### src/rtl/param_data_memory.sv
// Byte-lane data memory with a power-on clear sweep.
// One read or write per cycle once the sweep has zeroed every word.
module param_data_memory #(
  parameter int DATA_WIDTH = 8,
  parameter int ADDR_WIDTH = 8,
  parameter int DEPTH      = 256
) (
  input  logic                    clk,
  input  logic                    reset,
  input  logic [ADDR_WIDTH-1:0]   address,
  input  logic                    read,
  input  logic                    write,
  input  logic [DATA_WIDTH/8-1:0] byte_en,
  input  logic [DATA_WIDTH-1:0]   data_inputs,
  output logic [DATA_WIDTH-1:0]   data_outputs,
  output logic                    data_valid,
  output logic                    ready,
  output logic                    addr_error
);

  localparam int NB = DATA_WIDTH / 8;
  localparam int PW = (DEPTH > 1) ? $clog2(DEPTH) : 1;
  localparam logic [ADDR_WIDTH:0] DEPTH_W =
    (ADDR_WIDTH+1)'(DEPTH);
  localparam logic [PW-1:0] LAST = PW'(DEPTH - 1);

  typedef enum logic {
    CLEAR,
    IDLE
  } state_e;

  state_e                state_q, state_d;
  logic [PW-1:0]         clr_q, clr_d;
  logic [DATA_WIDTH-1:0] dout_q, dout_d;
  logic                  dv_q, dv_d;
  logic                  err_q, err_d;

  logic [DATA_WIDTH-1:0] mem [DEPTH];

  logic                  accept;
  logic                  in_range;
  logic [PW-1:0]         idx;
  logic [DATA_WIDTH-1:0] rd_word;
  logic [DATA_WIDTH-1:0] merged;
  logic                  mem_we;
  logic [PW-1:0]         mem_wa;
  logic [DATA_WIDTH-1:0] mem_wd;

  assign ready    = (state_q == IDLE);
  assign accept   = ready & (read | write);
  assign in_range = {1'b0, address} < DEPTH_W;
  assign idx      = in_range ? address[PW-1:0] : '0;
  assign rd_word  = mem[idx];

  always_comb begin
    merged = rd_word;
    for (int i = 0; i < NB; i++) begin
      if (byte_en[i]) begin
        merged[8*i +: 8] = data_inputs[8*i +: 8];
      end
    end
  end

  always_comb begin
    state_d = state_q;
    clr_d   = clr_q;
    mem_we  = 1'b0;
    mem_wa  = idx;
    mem_wd  = merged;
    unique case (1'b1)
      state_q == CLEAR: begin
        mem_we = 1'b1;
        mem_wa = clr_q;
        mem_wd = '0;
        if (clr_q == LAST) begin
          state_d = IDLE;
        end else begin
          clr_d = clr_q + 1'b1;
        end
      end
      state_q == IDLE: begin
        mem_we = accept & write & in_range;
      end
      default: ;
    endcase
  end

  // Write-first: a combined read/write returns the merged word.
  always_comb begin
    dv_d   = accept & read;
    err_d  = accept & ~in_range;
    dout_d = dout_q;
    if (accept && read) begin
      if (!in_range) begin
        dout_d = '0;
      end else if (write) begin
        dout_d = merged;
      end else begin
        dout_d = rd_word;
      end
    end
  end

  always_ff @(posedge clk or negedge reset) begin
    if (!reset) begin
      state_q <= CLEAR;
      clr_q   <= '0;
      dout_q  <= '0;
      dv_q    <= 1'b0;
      err_q   <= 1'b0;
    end else begin
      state_q <= state_d;
      clr_q   <= clr_d;
      dout_q  <= dout_d;
      dv_q    <= dv_d;
      err_q   <= err_d;
    end
  end

  // Storage has no reset; the sweep zeroes it instead.
  always_ff @(posedge clk) begin
    if (mem_we) begin
      mem[mem_wa] <= mem_wd;
    end
  end

  assign data_outputs = dout_q;
  assign data_valid   = dv_q;
  assign addr_error   = err_q;

endmodule
### config.mk
export PLATFORM = sky130hd
export DESIGN_NAME = param_data_memory
export DESIGN_NICKNAME = d
export VERILOG_FILES = /design/src/rtl/param_data_memory.sv
export SDC_FILE = /design/constraint.sdc
export NUM_CORES = 2
export LEC_CHECK = 0
export BUFFER_PORTS_ARGS = -buffer_cell sky130_fd_sc_hd__buf_2
export CAP_MARGIN = 20
export CORE_MARGIN = 2
export CORE_UTILIZATION = 55
export DETAILED_ROUTE_END_ITERATION = 8
export PLACE_DENSITY_LB_ADDON = 0.05
export SLEW_MARGIN = 10
export SYNTH_ARGS = -nofsm -noshare
export SYNTH_HDL_FRONTEND = slang
export SYNTH_SLANG_ARGS = --single-unit
### constraint.sdc
create_clock -name clk -period 14 [get_ports clk]
set_clock_uncertainty 0.05 [all_clocks]
set_input_delay 3.5 -clock clk [delete_from_list [all_inputs] [get_ports clk]]
set_output_delay 3.5 -clock clk [all_outputs]
set_load 0.005 [all_outputs]
---- Word level (Yosys, flattened, before mapping) ----
Memory sizes are Yosys's and may differ from the RTL's.
Cells that the tools add are included.
storage, ports and cells
  flip-flop bits (word level) ............. 18
  RAM bits ................................ 2048
  input port bits ......................... 21
  output and inout bits ................... 11
  word-level logic and storage cells ...... 24
  memories ................................ 1
operators by class
  add/subtract/negate cells ............... 1
  equal/unequal tests ..................... 1
  mux-type cells .......................... 9
  bitwise gates (word level) .............. 6
  reductions and logical operators ........ 2
memories
  memory  words  bits a word  read ports  clocked after memory_dff  write ports  RTL line  source
  mem     256    8            1           0                         1            38        logic [DATA_WIDTH-1:0] mem [DEPTH];
operators by type and width
  operator               number
  $mux W8                4
  $add A8 B1 Y8 const B  1
  $eq A8 B8 Y1 const B   1
  $mux W1                4
  $and A1 B1 Y1          3
  $not A1 Y1             2
  $pmux W1 S2            1
  $reduce_and A2 Y1      1
  $logic_and A1 B1 Y1    1
  $or A1 B1 Y1           1

---- Depth between registers and ports, before layout ----
  depth after elaboration ................. 6
  mapped depth ............................ 13
  depth with buffers taken out ............ 7

---- Worst setup path before layout ----
No wires, ideal clock.
  path kind ............................... input -> register
  start ................................... input address[1]
  end ..................................... memory mem[0][1], data pin
  setup time .............................. 2.187 ns
  arrival time ............................ 15.056 ns
  data required time ...................... 11.763 ns
  path slack .............................. -3.293 ns
  stages .................................. 11
  buffers on the path ..................... 4
  cell sequence ........................... buf_4 -> buf_4 -> buf_4 -> buf_2 -> nand2_1 -> o221ai_1 -> o21ai_0 -> a21o_1 -> a311oi_1 -> o21bai_1 -> o21ai_0
on the way
  word-level cells in the longest chain between the ends .. 3
ends and longest elaborated chain
  element              RTL line  source
  start, declared      10        input logic [ADDR_WIDTH-1:0] address,
  $mem_v2 Z256 W8      n/a
  $mux W8              58        if (byte_en[i]) begin
  $mux W8              70        unique case (1'b1)
  named net mem_wd[1]  47        logic [DATA_WIDTH-1:0] mem_wd;
  end, declared        38
The timed path passes the listed nets, and every way through them passes these cells.

---- Final worst setup path ----
  start ................................... input address[1]
  end ..................................... memory mem[43][6], data pin
The elaborated chain is that of the path after synthesis.

==> impl_metrics.ini <==
[floorplanning]
rows = 140
core-area_mm2 = 0.146
die_w_um = 388
fp.dieArea_mm2 = 0.150
io_pins = 32
start_util = 0.555
die_h_um = 388

[final_layout]
fin_nets = 4056
areaGrowthSynthToFinish_pct = 10.1
fill_cells = 10200
design_area_mm2 = 0.0892
drive_gt1_frac = 0.215

[timing]
worst_slew_pin_slew_ps = 1250
slew_headroom = 0.159
finalMaxSlewViolations = 0
fmax_mhz = 113
finalSetupViolCount = 0
rsz0062_at_grt = false
hold_viol_final = 0
setup_tns_ps = 0
min_period_over_period = 0.632
fin_crit_ps = 8850

[critical_path]
cp_data_arrival_time_ps = 9140
end_kind = flip-flop
cp_max_fo = 184
critPathLaunchType = primary input
cp.required_ps = 14300
critPathKind = in -> reg

[logic_synthesis]
synthFlopType = edfxtp_1
synthTopCellsByCount = edfxtp_1 (2048), mux4_2 (453), nor2_1 (298)
yosysWarnings = 0
syn_inst = 3942
syn_nets = 3964
syn_area_mm2 = 0.0810
yosysTopAreaCell = edfxtp_1
yosys.cell_types.count = 78
synth.avg_cell_area_um2 = 20.5
synth-async-reset-ratio = 0.00871
synth_most_common_cell = edfxtp_1
ys_seq_elements = 2066
synthTopCellsByArea = edfxtp_1 (76%), mux4_2 (13%), mux2i_1 (1.4%)
synth_top_area_frac = 0.759
synth-edff-count = 2048
seq_area_frac_synth = 0.765

[placed_design]
portBuffers = 30
dpl.hpwl_mm = 136
dpl_cell_area_mm2 = 0.0830
routabilityCongestion = 0.977

[global_routing]
antenna_found_initial = 4
overflow = 0
grt_pass1_vias = 41500
grt_max_degree = 257
grt_pass1_wl_mm = 313
track_usage = 0.296

[route]
dr.pass1.iters = 6
num_vias = 41300
wl_per_cell_um = 36.2
routed_wl_mm = 221
route.detailed.drc = 0
viasPerCell = 6.77
drt_iter0_drc = 5350
ant_nets = 0

[clock_network]
clock-sinks = 2066
insertion_delay_ps = 840
cts_buffers = 203
cts_htree_levels = 4
ctsResizeCount = 0
cts.clk_slew.worst_paths_ps = 60
cts_tree = done
root_buffer = clkbuf_16
clock_path_buffers = 3
postCtsSetupBuffers = 0
ctsHoldBuffers = 0

[pwr]
intPower_mw = 9.67
switching_share = 0.205
pwr-share-clk = 0.421
seq_power_share = 0.550
power_density_mw_per_mm2 = 136
p_leak_nw = 22.6
pwr-share-comb = 0.029
ir_worst_vdd_mv = 0.121
switching_power_mw = 2.49

[run_status]
status = completed

[hold_path]
hold_path_class = reg -> reg

[flow_run]
maxCapViolCount = 0
## logic make-up (layout without fill, tap and decap cells)
| family | after synthesis | after routing | synth area share |
|---|---|---|---|
| AOI/OAI and AO/OA | 392 | 392 | 0.0339 |
| xor gates and xnor gates | 6 | 6 | 0.000649 |
| adders and majority gates | 1 | 1 | 0.000154 |
| buffers and inverters | 243 | 492 | 0.0185 |
| DFF | 2066 | 2066 | 0.765 |
| muxes | 612 | 612 | 0.147 |
| other | 1 | 2 | 0.0000463 |
| and+or+nand+nor | 621 | 621 | 0.0344 |
## state kept, by name, summed over array words and instances, names as in the netlist
register / count
clr_q: 8
ready: 1
data_valid: 1
mem: 2048
data_outputs: 8
## placed cells by master (no fill, tap or decap), types with 12 or more instances in the layout
cell	Yosys	final
a211oi_1	19	19
a21oi_1	59	59
a22oi_1	105	105
a31oi_1	12	12
buf_2	64	26
buf_4	63	76
clkbuf_1	66	59
clkbuf_16	0	206
clkinv_1	1	49
clkinv_2	0	26
dfrtp_1	18	18
edfxtp_1	2048	2048
mux2_2	39	39
mux2i_1	114	114
mux4_2	453	453
nand2_1	138	131
nand2b_1	20	20
nand3_1	21	21
nand4_1	13	13
nor2_1	298	296
nor2b_1	29	25
nor3_1	38	38
nor4_1	13	13
o211ai_1	24	24
o21ai_0	33	32
o22ai_1	47	47
## worst max-delay path, cell delays in order
cell	delay, ps
buf_8	530
buf_4	680
buf_4	710
mux4_2	430
mux2i_1	190
mux2i_1	120
a2111oi_0	940
buf_4	250
o311ai_1	120
buf_4	240
nand3_1	130
nand2_4	420
buf_12	420
## through the flow
stage | total power, mW | util | setup WS, ps | hold WS (ps) | instances
after CTS | 12.2 | 0.610 | 5370 | 499 | 6095
after floorplan | 7.05 | - | 1100 | 456 | 3942
after global routing | 12.5 | 0.611 | 5050 | 536 | 6108
after detailed placement | 7.17 | 0.568 | 4500 | 466 | 5733
after global placement | 7.16 | 0.568 | 4300 | 460 | 5731
final | 12.2 | 0.611 | 5150 | 506 | 6109
## power groups by stage
stage               logic (mW)  clock network (mW)  registers (mW)
global placement         0.341                   0            6.82
detailed placement       0.343                   0            6.82
CTS                      0.343                5.17            6.69
floorplan                0.224                   0            6.82
global route             0.359                5.41            6.69
finish                   0.349                5.12            6.69
## final timing paths
| path | slack, ps | start | to | cells past startpoint |
|---|---|---|---|---|
| worst max-delay path | 5150 | address[1] | mem[43][6] | 13 |
| worst min-delay path | 510 | data_outputs[0] | data_outputs[0] | 2 |
| worst max register to register | 9340 | mem[169][5] | mem[144][5] | 8 |
| worst min register to register | 510 | data_outputs[0] | data_outputs[0] | 2 |
| max in group asynchronous | 10940 | reset | clr_q[4] | 1 |
| min in group asynchronous | 2590 | reset | clr_q[3] | 1 |
## metal layers
| layer | vias to the layer above | part of all wire | global-route usage |
|---|---|---|---|
| li1 | 16500 | - | - |
| met3 | 476 | 0.098 | 0.0698 |
| met1 | 22000 | 0.39 | 0.412 |
| met4 | 8 | 0.046 | 0.125 |
| met2 | 2348 | 0.47 | 0.454 |
| met5 | - | 0.00099 | 0.00829 |
## area by class of cell
class                           instances  area (um2)  share of cell area
Tap cell                             1917        2400              0.0269
Multi-Input combinational cell       1633       17700               0.198
Antenna cell                            1        2.50           0.0000281
Sequential cell                      2066       61900               0.695
Clock buffer                          272        5470              0.0614
Clock inverter                         90         649             0.00728
Timing Repair Buffer                  121        1020              0.0115
Inverter                                9        33.8            0.000379
(Power assumes the default switching activity.)
